===== config.mk =====
export PLATFORM = sky130hd
export DESIGN_NAME = melody_sequencer
export DESIGN_NICKNAME = d
export VERILOG_FILES = /design/src/rtl/melody_sequencer.sv
export SDC_FILE = /design/constraint.sdc
export NUM_CORES = 1
export LEC_CHECK = 0
export ABC_AREA = 1
export BUFFER_PORTS_ARGS = -buffer_cell sky130_fd_sc_hd__buf_2
export CELL_PAD_IN_SITES_DETAIL_PLACEMENT = 0
export CELL_PAD_IN_SITES_GLOBAL_PLACEMENT = 2
export CORE_MARGIN = 1
export CORE_UTILIZATION = 34
export DETAILED_ROUTE_END_ITERATION = 10
export PLACE_DENSITY = 0.88
export SETUP_SLACK_MARGIN = 0.15
export SLEW_MARGIN = 10
export SYNTH_ARGS = -nofsm -noshare
export SYNTH_HDL_FRONTEND = slang
export SYNTH_SLANG_ARGS = --single-unit

===== constraint.sdc =====
create_clock -name clk -period 2.6 [get_ports clk]
set_clock_uncertainty 0.2 [all_clocks]
set_input_delay 0.26 -clock clk [delete_from_list [all_inputs] [get_ports clk]]
set_output_delay 0.26 -clock clk [all_outputs]
set_load 0.1 [all_outputs]

===== src/rtl/melody_sequencer.sv =====
// Melody sequencer: plays a fixed ROM note sequence and drives note_sel/note_gate for the
// tone selector, with start/stop/loop control, per-step durations and an articulation gap.
module melody_sequencer #(
  parameter int unsigned TICK_DIV  = 750000,
  parameter int unsigned GAP_TICKS = 1,
  parameter int unsigned SONG_LEN  = 16
) (
  input  logic       clk,
  input  logic       reset,
  input  logic       start,
  input  logic       stop,
  input  logic       loop_en,
  output logic [3:0] note_sel,
  output logic       note_gate,
  output logic [3:0] step_idx,
  output logic       busy,
  output logic       done
);

  localparam int unsigned PW    = $clog2(TICK_DIV);
  localparam bit          GapEn = (GAP_TICKS == 1);

  typedef enum logic [1:0] {StIdle, StPlay, StGap} state_e;

  // Entry layout: {end, rest, note[3:0], dur[3:0]}; unlisted steps are END.
  function automatic logic [9:0] rom_entry(input logic [3:0] idx);
    logic [9:0] e;
    case (idx)
      4'd0:    e = {1'b0, 1'b0, 4'b0000, 4'd3};
      4'd1:    e = {1'b0, 1'b0, 4'b0010, 4'd3};
      4'd2:    e = {1'b0, 1'b1, 4'b0000, 4'd1};
      4'd3:    e = {1'b0, 1'b0, 4'b0100, 4'd7};
      default: e = {1'b1, 1'b0, 4'b0000, 4'd0};
    endcase
    return e;
  endfunction

  function automatic logic rom_is_end(input logic [3:0] idx);
    logic [9:0] e;
    e = rom_entry(idx);
    return e[9];
  endfunction

  state_e        r_state;
  logic [PW-1:0] r_presc;
  logic [3:0]    r_tick_cnt;
  logic          r_rest;

  logic       w_tick;
  logic       w_last;
  logic [3:0] w_next_idx;
  logic       w_wrap_end;
  logic [3:0] w_ld_idx;
  logic [9:0] w_ld_entry;
  logic       w_gap_now;
  logic       w_adv;
  logic       w_finish;

  assign w_tick     = (r_state != StIdle) && (r_presc == PW'(TICK_DIV - 1));
  assign w_last     = (step_idx == 4'(SONG_LEN - 1));
  assign w_next_idx = w_last ? 4'd0 : step_idx + 4'd1;
  assign w_wrap_end = w_last || rom_is_end(w_next_idx);
  // A start always reloads step 0; an advance that hits END or wraps also lands on step 0.
  assign w_ld_idx   = (start || w_wrap_end) ? 4'd0 : w_next_idx;
  assign w_ld_entry = rom_entry(w_ld_idx);
  // Gap only takes the last tick of a note longer than one tick, so it never eats the note.
  assign w_gap_now  = GapEn && !r_rest && (r_tick_cnt == 4'd1);
  assign w_adv      = w_tick && ((r_state == StGap) ||
                                 ((r_state == StPlay) && !w_gap_now && (r_tick_cnt == 4'd0)));
  assign w_finish   = w_ld_entry[9] || (!start && w_wrap_end && !loop_en);

  always_ff @(posedge clk) begin
    if (!reset) begin
      r_state    <= StIdle;
      r_presc    <= '0;
      r_tick_cnt <= '0;
      r_rest     <= 1'b0;
      note_sel   <= '0;
      note_gate  <= 1'b0;
      step_idx   <= '0;
      busy       <= 1'b0;
      done       <= 1'b0;
    end else begin
      done <= 1'b0;
      if (w_tick || (r_state == StIdle)) begin
        r_presc <= '0;
      end else begin
        r_presc <= r_presc + PW'(1);
      end

      if (stop) begin
        if (r_state != StIdle) begin
          r_state   <= StIdle;
          note_gate <= 1'b0;
          busy      <= 1'b0;
        end
      end else if (start || w_adv) begin
        if (start) begin
          r_presc <= '0;
        end
        if (w_finish) begin
          r_state   <= StIdle;
          note_gate <= 1'b0;
          busy      <= 1'b0;
          done      <= 1'b1;
        end else begin
          r_state    <= StPlay;
          step_idx   <= w_ld_idx;
          r_rest     <= w_ld_entry[8];
          note_gate  <= ~w_ld_entry[8];
          r_tick_cnt <= w_ld_entry[3:0];
          busy       <= 1'b1;
          if (!w_ld_entry[8]) begin
            note_sel <= w_ld_entry[7:4];
          end
        end
      end else if (w_tick && (r_state == StPlay)) begin
        if (w_gap_now) begin
          r_state    <= StGap;
          note_gate  <= 1'b0;
          r_tick_cnt <= 4'd0;
        end else begin
          r_tick_cnt <= r_tick_cnt - 4'd1;
        end
      end
    end
  end

endmodule


==> results.py <==
metrics = {
    "synthesis": {
        "yosys.area_share.simple_pct": 38.9,
        "ys.flop_type": "dfxtp_1",
        "synth_top_area_share_pct": 34.2,
        "muxShareOfSynthArea_pct": 0,
        "yosysSeqAreaShare_pct": 34.2,
        "synth_fa_ha_area_share_pct": 4.76,
        "synth-edff-count": 0,
        "synth-seq-cells": 36,
        "synth_top_area_cell": "dfxtp_1",
        "synth_xor_area_share_pct": 5.41,
        "netlist_top_cells_count": "nand2_1, nor2_1, inv_1",
        "synth_top_family_by_area": "simple AND/OR/NAND/NOR gates",
        "synth_area_um2": 2100,
        "yosysMostFrequentCell": "nand2_1",
        "synth-compound-area-share_pct": 6.84,
        "synthArstFlopShare_pct": 0,
        "yosys_warnings": 0,
        "synth_area_leaders": "dfxtp_1, nand2_1, nor2_1",
        "synth_cells": 298,
        "synth_cell_types": 35,
        "avgSynthCellArea_um2": 7.06,
    },
    "timing": {
        "worst_slack_ns": 0.652,
        "final.setup.tns_ns": 0,
        "report.final.hold_viol_count": 0,
        "post-route-min-period_ns": 1.95,
        "period_share_pct": 74.9,
        "fmax_ghz": 0.513,
        "whs_ns": 0.0355,
        "drv_slew": 0,
        "rsz0062_at_grt": "no",
        "setup_viol": 0,
    },
    "place": {
        "hpwl_um": 3320,
        "gp_congestion": 0.760,
        "port_buffers": 13,
        "pre_cts_ws_ns": 0.657,
        "dp_cells": 385,
    },
    "global_route": {
        "grt_first_pass_wirelength_um": 7690,
        "grt_pass1_vias": 1628,
        "grt_max_degree": 11,
        "antenna_found_initial": 0,
        "gr-total-overflow": 0,
        "grt_util_all_layers_pct": 15.5,
    },
    "finish": {
        "drive_above_1_share_pct": 17.7,
        "utilization_pct": 39.2,
        "final_net_count": 330,
        "syn_to_final_growth_pct": 10.9,
        "final_cells": 392,
        "n_antenna_cell": 0,
    },
    "die": {
        "fp.dieH_um": 80.7,
        "die_x_um": 80.7,
        "io_pins": 16,
        "die_area_um2": 6510,
        "rows": 28,
        "core_area_um2": 5960,
        "initial_core_util_pct": 35.3,
    },
    "critical_path": {
        "cp_data_required_time_ns": 2.59,
        "worst-path-max-fanout": 9,
        "cp-start-kind": "flip-flop",
        "r2r_slack_ns": 0.65,
        "path_class": "reg -> reg",
        "reg2reg_depth": 14,
        "end_kind": "flip-flop",
        "cp.arrival_ns": 1.94,
    },
    "clocking": {
        "tritoncts": "built",
        "cts_buffers": 5,
        "postCtsSetupBuffers": 0,
        "clock_latency_ns": 0.29,
        "clock_sinks": 36,
        "h-tree-depth": 2,
        "clk_path_buf_depth": 2,
        "cts_resized": 0,
        "hold_buffers": 0,
        "clk_pin_slew_ns": 0.07,
        "clock-root-buffer": "clkbuf_8",
    },
    "routing": {
        "routedWlPerCell_um": 11.0,
        "drt_iter0_markers": 79,
        "num_vias": 1787,
        "wl_met2_um": 1830,
        "via_per_inst": 4.56,
        "top_layer": "met4",
        "drc": 0,
        "dr_wl_met3_um": 154,
        "ant_nets": 0,
        "route.layer.met1.wl_um": 2250,
        "drtPass1Iterations": 4,
        "routed_wirelength_um": 4310,
    },
    "outcome": {
        "status": "completed",
    },
    "power": {
        "p_per_area_nw_per_um2": 487,
        "p_leak_nw": 1.02,
        "worst_ir_drop_vdd_v": 0.000224,
    },
    "worst_hold_path": {
        "hold_path_class": "in -> reg",
        "min_path_cells": 2,
    },
    "flow_run": {
        "cap_violations": 0,
    },
}
-- state kept, by name, summed over array words and instances, names as in the netlist --
name and count:
note_sel 2, note_gate 1, done 1, busy 1, step_idx 4, r_state 2, r_tick_cnt 4, r_presc 20
r_rest 1
-- final cells by class --
cell class | count | area, µm²
clock buffers | 6 | 72.6
clock inverters | 1 | 5.00
fillers | 650 | 3620
inverters | 47 | 183
multi-input cells | 213 | 1180
flip-flops and latches | 36 | 723
well taps | 75 | 93.8
repair buffers | 14 | 72.6
-- cells in the final DEF, fill, tap and decap left out, types with 2 or more instances in the layout --
cell type / n
nand2_4: 2
nand2_2: 4
a211oi_1: 2
nand3_2: 4
o21ai_1: 2
o21ai_2: 2
nand4_1: 6
nand3_1: 20
ha_1: 8
inv_2: 7
clkinv_2: 2
clkbuf_8: 5
nor3_1: 8
nand2_1: 57
nand3_4: 2
a21oi_1: 11
inv_1: 37
xor2_1: 10
nor2_2: 3
dfxtp_1: 34
conb_1: 2
o21ai_0: 3
nor2_4: 3
nor2_1: 54
dfxtp_2: 2
buf_2: 13
xnor2_1: 3
-- through the flow --
step	power [mW]	instance area [µm²]
after floorplan	0.730	2110
after global placement	0.762	2260
after detailed placement	0.762	2260
after CTS	1.15	2330
after global routing	1.20	2330
final	1.14	2330
-- per-layer routing --
| layer | vias to the layer above | GRT usage, % |
|---|---|---|
| li1 | 965 | - |
| met1 | 792 | 21.2 |
| met2 | 23 | 23.8 |
| met3 | 7 | 3.41 |
| met4 | 0 | 5.36 |
| met5 | - | 0 |
-- report_power, final --
group / internal [mW] / switching [mW] / total, mW
combinational: 0.0432 / 0.131 / 0.174
sequential: 0.564 / 0.0104 / 0.574
clock: 0.182 / 0.206 / 0.388
total: 0.790 / 0.347 / 1.14
-- worst paths after layout --
path / startpoint / to
hold reg to reg: r_presc[0] / r_presc[0]
setup / recovery: step_idx[0] / r_tick_cnt[2]
hold / removal: stop / done
setup reg to reg: step_idx[0] / r_tick_cnt[2]
-- cells by family (layout without fill, tap and decap cells) --
logic type                 count (synthesis)  in the layout
AOI/OAI and AO/OA                         23             23
and+or+nand+nor                          167            167
DFF                                       36             36
other                                      1              2
xor gates and xnor gates                  13             13
buffers and inverters                     50             68
adders and majority gates                  8              8
-- critical path: stages, from the launching register on --
cell      delay [ns]
dfxtp_2         0.41
inv_1           0.08
ha_1            0.19
nor2_1          0.09
nand2_1         0.05
nand2_1         0.09
clkinv_1        0.08
nand2_1         0.13
nand2_1         0.08
inv_1           0.06
nand2_1         0.10
nand3_4         0.13
nand2_1         0.06
nand2_1         0.05
nor2_1          0.04
(Power assumes the default switching activity.)
